## config.mk

```make
export PLATFORM = sky130hd
export DESIGN_NAME = logic_unit_pipe_flat
export DESIGN_NICKNAME = d
export VERILOG_FILES = /design/src/rtl/logic_unit_pipe_if.sv /design/src/rtl/logic_unit_pipe.sv /design/src/flat_wrapper.sv
export SDC_FILE = /design/constraint.sdc
export NUM_CORES = 1
export LEC_CHECK = 0
export BUFFER_PORTS_ARGS = -buffer_cell sky130_fd_sc_hd__buf_4
export CORE_MARGIN = 2
export CORE_UTILIZATION = 40
export CTS_BUF_LIST = sky130_fd_sc_hd__clkbuf_8 sky130_fd_sc_hd__clkbuf_16
export DETAILED_ROUTE_END_ITERATION = 12
export PLACE_DENSITY_LB_ADDON = 0.05
export SETUP_SLACK_MARGIN = 0.02
export SYNTH_ARGS = -nofsm -noshare
export SYNTH_HDL_FRONTEND = slang
export SYNTH_SLANG_ARGS = --single-unit
```

## constraint.sdc

```tcl
create_clock -name clk -period 1.8 [get_ports clk]
set_input_delay 0.36 -clock clk [delete_from_list [all_inputs] [get_ports clk]]
set_output_delay 0.36 -clock clk [all_outputs]
set_load 0.01 [all_outputs]
```

## src/rtl/logic_unit_pipe_if.sv

```systemverilog
// Handshake and data bundle for logic_unit_pipe: operand side in, result side out.
interface logic_unit_pipe_if #(
  parameter int WIDTH = 8
);
  logic             in_valid;
  logic             in_ready;
  logic [2:0]       op;
  logic [WIDTH-1:0] a;
  logic [WIDTH-1:0] b;
  logic             acc_clr;
  logic             out_valid;
  logic             out_ready;
  logic [WIDTH-1:0] y;
  logic             red_and;
  logic             red_or;
  logic             red_xor;
  logic [WIDTH-1:0] acc;

  modport slave (
    input  in_valid, op, a, b, acc_clr, out_ready,
    output in_ready, out_valid, y, red_and, red_or, red_xor, acc
  );

  modport master (
    output in_valid, op, a, b, acc_clr, out_ready,
    input  in_ready, out_valid, y, red_and, red_or, red_xor, acc
  );
endinterface

```

## src/rtl/logic_unit_pipe.sv

```systemverilog
// Registered bitwise logic stage with XOR-accumulate mode and valid/ready on both sides.
module logic_unit_pipe #(
  parameter int               WIDTH    = 8,
  parameter logic [WIDTH-1:0] ACC_INIT = '0
) (
  input  logic              clk,
  input  logic              rst_n,
  logic_unit_pipe_if.slave  bus
);

  logic [WIDTH-1:0] y_q, y_d;
  logic [WIDTH-1:0] acc_q, acc_d;
  logic             out_valid_q, out_valid_d;
  logic             red_and_q, red_and_d;
  logic             red_or_q, red_or_d;
  logic             red_xor_q, red_xor_d;
  logic [WIDTH-1:0] acc_base;
  logic [WIDTH-1:0] res;
  logic             in_ready;
  logic             xfer_in;
  logic             xfer_out;

  // No skid buffer: a new operand set is only taken when the result slot frees up.
  assign in_ready = !out_valid_q || bus.out_ready;
  assign xfer_in  = bus.in_valid && in_ready;
  assign xfer_out = out_valid_q && bus.out_ready;

  always_comb begin
    acc_base = bus.acc_clr ? ACC_INIT : acc_q;
    res      = '0;
    case (bus.op)
      3'd0: res = bus.a & bus.b;
      3'd1: res = bus.a | bus.b;
      3'd2: res = bus.a ^ bus.b;
      3'd3: res = ~bus.a;
      3'd4: res = ~(bus.a & bus.b);
      3'd5: res = ~(bus.a | bus.b);
      3'd6: res = ~(bus.a ^ bus.b);
      3'd7: res = acc_base ^ bus.a;
      default: res = '0;
    endcase
  end

  always_comb begin
    y_d         = y_q;
    acc_d       = acc_q;
    out_valid_d = out_valid_q;
    red_and_d   = red_and_q;
    red_or_d    = red_or_q;
    red_xor_d   = red_xor_q;
    if (xfer_in) begin
      y_d         = res;
      red_and_d   = &res;
      red_or_d    = |res;
      red_xor_d   = ^res;
      out_valid_d = 1'b1;
      if (bus.op == 3'd7) begin
        acc_d = res;
      end else if (bus.acc_clr) begin
        acc_d = ACC_INIT;
      end
    end else if (xfer_out) begin
      out_valid_d = 1'b0;
    end
  end

  always_ff @(posedge clk or negedge rst_n) begin
    if (!rst_n) begin
      y_q         <= '0;
      acc_q       <= ACC_INIT;
      out_valid_q <= 1'b0;
      red_and_q   <= 1'b0;
      red_or_q    <= 1'b0;
      red_xor_q   <= 1'b0;
    end else begin
      y_q         <= y_d;
      acc_q       <= acc_d;
      out_valid_q <= out_valid_d;
      red_and_q   <= red_and_d;
      red_or_q    <= red_or_d;
      red_xor_q   <= red_xor_d;
    end
  end

  assign bus.in_ready  = in_ready;
  assign bus.out_valid = out_valid_q;
  assign bus.y         = y_q;
  assign bus.red_and   = red_and_q;
  assign bus.red_or    = red_or_q;
  assign bus.red_xor   = red_xor_q;
  assign bus.acc       = acc_q;

endmodule

```

## src/flat_wrapper.sv

```systemverilog
// flat-port wrapper written by rule: the top's interface ports become plain ports
module logic_unit_pipe_flat 
#(
  parameter int               WIDTH    = 8,
  parameter logic [WIDTH-1:0] ACC_INIT = '0
)
  (clk, rst_n, bus_in_valid, bus_op, bus_a, bus_b, bus_acc_clr, bus_out_ready, bus_in_ready, bus_out_valid, bus_y, bus_red_and, bus_red_or, bus_red_xor, bus_acc);
  logic_unit_pipe_if #(.WIDTH(WIDTH)) bus_i ();
  input  logic clk;
  input  logic rst_n;
  input wire logic [$bits(bus_i.in_valid)-1:0] bus_in_valid;
  input wire logic [$bits(bus_i.op)-1:0] bus_op;
  input wire logic [$bits(bus_i.a)-1:0] bus_a;
  input wire logic [$bits(bus_i.b)-1:0] bus_b;
  input wire logic [$bits(bus_i.acc_clr)-1:0] bus_acc_clr;
  input wire logic [$bits(bus_i.out_ready)-1:0] bus_out_ready;
  output wire logic [$bits(bus_i.in_ready)-1:0] bus_in_ready;
  output wire logic [$bits(bus_i.out_valid)-1:0] bus_out_valid;
  output wire logic [$bits(bus_i.y)-1:0] bus_y;
  output wire logic [$bits(bus_i.red_and)-1:0] bus_red_and;
  output wire logic [$bits(bus_i.red_or)-1:0] bus_red_or;
  output wire logic [$bits(bus_i.red_xor)-1:0] bus_red_xor;
  output wire logic [$bits(bus_i.acc)-1:0] bus_acc;
  assign bus_i.in_valid = bus_in_valid;
  assign bus_i.op = bus_op;
  assign bus_i.a = bus_a;
  assign bus_i.b = bus_b;
  assign bus_i.acc_clr = bus_acc_clr;
  assign bus_i.out_ready = bus_out_ready;
  assign bus_in_ready = bus_i.in_ready;
  assign bus_out_valid = bus_i.out_valid;
  assign bus_y = bus_i.y;
  assign bus_red_and = bus_i.red_and;
  assign bus_red_or = bus_i.red_or;
  assign bus_red_xor = bus_i.red_xor;
  assign bus_acc = bus_i.acc;
  logic_unit_pipe #(.WIDTH(WIDTH), .ACC_INIT(ACC_INIT)) u_core (.clk(clk), .rst_n(rst_n), .bus(bus_i));
endmodule
```

==> impl_summary.txt <==
----------------------------------------------------
[Worst setup path]
  Largest driver fanout on the critical path ... 3
  Required time of the worst setup path ... 1.96 ns
  Arrival time at the worst endpoint ... approximately 2.1 ns
  Kind of critical path ... in -> reg
  CP Launch Type ... input port
  Capturing element type of the critical path ... flop

[Die]
  Standard cell core area ... 5410 µm²
  Y dimension of the die ... 78.3 µm
  Count of boundary I/O pins ... 45
  Horizontal extent of the die ... roughly 80 µm
  Overall die area ... 6120 µm²
  Effective utilization at floorplan ... ~40%
  Total number of placement rows ... 27

[STA]
  Final hold violation count ... 0
  TNS Setup ... -0.216 ns
  Headroom to the max-slew limit ... ~70%
  Setup violation total in the final timing report ... 2
  Fin crit share ... 110%
  Unrepaired setup endpoints after global routing ... yes
  FMAX ... between 0.5 and 0.6 GHz
  Final critical-path required period ... 1.98 ns
  Setup ws final ... -0.180 ns
  Clock Skew ... ~0.0033 ns
  Worst-margin pin slew ... 0.417 ns
  Max-slew violation total from the final report ... 0
  Final worst hold slack ... 0.306 ns

[Drt]
  Total wire length after detailed routing ... between 6000 and 7000 µm
  Antenna viol nets, final ... 0
  Residual DRC ... 0
  Post-detailed-route via-to-cell ratio ... roughly 5.2
  Violation count after the first detailed-route iteration ... 79
  Met3 wire length ... 211 µm
  Met1 wire length ... between 3000 and 4000 µm
  Overall via count from detail_route ... between 2000 and 2500
  Routed length on met2 ... around 3500 µm
  Routed WL per cell ... approximately 15 µm
  Pre-antenna DRT Iters ... 4
  Highest routed metal layer ... met4

[CTS]
  Root Driver ... sky130_fd_sc_hd__clkbuf_8
  Clock Latency Late Sink ... ~0.27 ns
  CTS tree ... done
  Clock sink count ... 20
  Bufs on Longest Clock Path ... 2
  Number of CTS-inserted buffers ... 3
  H-tree levels ... 1
  Clock Pin Slew Worst Setup and Hold Paths ... about 0.080 ns

[Power and ir drop]
  Static leakage ... about 1.7 nW
  Overall power consumption ... between 2 and 2.5 mW
  Maximum vdd drop ... just under 0.5 mV
  Power per unit of standard cell area ... around 550 nW/µm²

[Finish]
  Fraction of layout instances using a drive strength above 1 ... 48.8%
  Final Util ... between 60 and 70%
  P&R area growth vs syn ... 63.8%
  Final Instance Area ... roughly 3600 µm²
  Nets ... about 440
  Number of cells in the finished layout apart from fillers ... 461
  Antenna diodes ... 0

[Logic synthesis]
  Synth cell types ... 53
  Yosys warning count ... 0
  Async S/R FF share, synth ... 100%
  Dominant cell by count in the synthesized netlist ... sky130_fd_sc_hd__ha_1
  Top-area cell type share of the netlist area ... between 20 and 25%
  Share of the yosys chip area belonging to registers ... between 20% and 30%
  Net count after synthesis ... approximately 310
  Mapped Area ... 2210 µm²
  Leading post-synthesis cells by cell area ... sky130_fd_sc_hd__dfrtp_1 23%, sky130_fd_sc_hd__ha_1 14%, sky130_fd_sc_hd__xnor2_1 4.4%, sky130_fd_sc_hd__inv_1 3.7%, sky130_fd_sc_hd__o21ai_0 3.6%
  Largest area contributor in the netlist ... sky130_fd_sc_hd__dfrtp_1
  Gate count after technology mapping ... approximately 270
  Most instantiated cells after synthesis ... 24 x sky130_fd_sc_hd__ha_1, 22 x sky130_fd_sc_hd__inv_1, 20 x sky130_fd_sc_hd__dfrtp_1
  Avg Synthesized Cell Area ... roughly 8.3 µm²
  Flops & latches, synth ... 20
  Most common flop cell mapped by yosys ... sky130_fd_sc_hd__dfrtp_1
  Post-synth EDFFs ... 0

[Run status]
  Failing checks ... negative setup slack
  Status ... finished with violations

[Global routing]
  Number of global-route vias before repair ... 2274
  Antenna violations before repair ... 0
  Gr usage total ... 22.6%
  GR Overflow Total ... 0
  First-pass GRT wire length ... approximately 11000 µm
  Largest net degree at the start of global routing ... 23

[Flow run]
  Max-cap check violation count ... 0

[Place]
  Pre-CTS setup slack ... -0.512 ns
  Weighted congestion at the end of routability-driven global placement ... ~0.86
  Number of cells after detailed placement ... between 400 and 500
  Instance area after placement ... around 3300 µm²
  DP Wirelength ... between 5000 and 6000 µm
  I/O Buffers ... between 40 and 50

[Min path]
  Worst min path class ... in -> reg

----------------------------------------------------
[logic make-up after synthesis]
logic type               count (synthesis)  share of synthesized area (%)
AO/OA/AOI/OAI                           76                           24.7
multiplexers                             3                           1.64
AND/OR/NAND/NOR                         87                           21.7
XOR/XNOR                                16                           6.35
flip-flops                              20                           22.7
buffers and inverters                   40                           9.36
adder cells (fa/ha/maj)                 24                           13.6
[layer usage]
metal	track usage, %	vias to the layer above
met5	0	-
met4	4.39	0
met3	2.99	8
met2	41.3	37
met1	28.6	1165
li1	-	1200
[state kept, by name, summed over array words and instances (netlist names)]
signal                cells
u_core.bus.acc            8
u_core.bus.out_valid      1
u_core.bus.red_and        1
u_core.bus.red_or         1
u_core.bus.red_xor        1
u_core.bus.y              8
[where the power goes]
group	total, mW	switching [mW]	internal, mW
clock	0.367	0.171	0.195
sequential	0.558	0.0384	0.520
combinational	1.08	0.482	0.596
total	2.00	0.691	1.31
[final timing paths]
kind | from | end | slack, ns | cells after the start
worst max register to register | u_core.bus.acc[7] | u_core.bus.red_xor | -0.07 | 8
worst min-delay path | bus_in_valid | u_core.bus.out_valid | 0.31 | 2
worst min register to register | u_core.bus.red_or | u_core.bus.red_or | 0.48 | 1
max in group asynchronous | rst_n | u_core.bus.red_xor | 1.06 | 2
min in group asynchronous | rst_n | u_core.bus.out_valid | 0.51 | 2
worst max-delay path | bus_a[5] | u_core.bus.red_xor | -0.18 | 11
[timing repair]
item	in CTS	in global routing
pin swaps	3	17
buffers inserted	1	4
resized for setup	13	35
endpoints found under the hold margin	20	0
hold buffers	1	0
setup endpoints to repair	3	3
[critical path, cell delays in order]
cell                       delay [ns]
sky130_fd_sc_hd__buf_8           0.10
sky130_fd_sc_hd__inv_12          0.03
sky130_fd_sc_hd__ha_4            0.23
sky130_fd_sc_hd__mux2_4          0.27
sky130_fd_sc_hd__a211oi_4        0.21
sky130_fd_sc_hd__a211oi_2        0.06
sky130_fd_sc_hd__or2_1           0.27
sky130_fd_sc_hd__ha_4            0.28
sky130_fd_sc_hd__xnor2_2         0.11
sky130_fd_sc_hd__xnor2_1         0.13
sky130_fd_sc_hd__o21ai_1         0.07
[cell type report]
type	instances	area, µm²
fillers	470	1790
inverters	22	100
well taps	72	90.1
repair buffers	137	1100
flip-flops and latches	20	500
clock buffers	4	55.1
multi-input cells	206	1770
[cell usage in the layout (no fill, tap or decap), types with 3 or more instances in the layout]
master,count
sky130_fd_sc_hd__a31oi_1,3
sky130_fd_sc_hd__xor2_1,5
sky130_fd_sc_hd__buf_4,124
sky130_fd_sc_hd__ha_2,4
sky130_fd_sc_hd__o21ai_0,14
sky130_fd_sc_hd__o31ai_1,3
sky130_fd_sc_hd__a21oi_1,11
sky130_fd_sc_hd__o22ai_1,5
sky130_fd_sc_hd__nand3_1,6
sky130_fd_sc_hd__nor2b_1,11
sky130_fd_sc_hd__xnor2_1,9
sky130_fd_sc_hd__ha_4,8
sky130_fd_sc_hd__nand3b_1,3
sky130_fd_sc_hd__nand2b_1,7
sky130_fd_sc_hd__o211ai_1,4
sky130_fd_sc_hd__nand4b_1,3
sky130_fd_sc_hd__dfrtp_1,20
sky130_fd_sc_hd__nor2_1,15
sky130_fd_sc_hd__inv_2,4
sky130_fd_sc_hd__clkbuf_8,4
sky130_fd_sc_hd__nor3_1,4
sky130_fd_sc_hd__nand4_1,7
sky130_fd_sc_hd__buf_6,8
sky130_fd_sc_hd__a211oi_2,5
sky130_fd_sc_hd__ha_1,12
sky130_fd_sc_hd__inv_1,16
sky130_fd_sc_hd__or3_1,3
sky130_fd_sc_hd__nand2_1,11
sky130_fd_sc_hd__a21o_1,6
No activity file was read; power rests on OpenSTA's default activity.
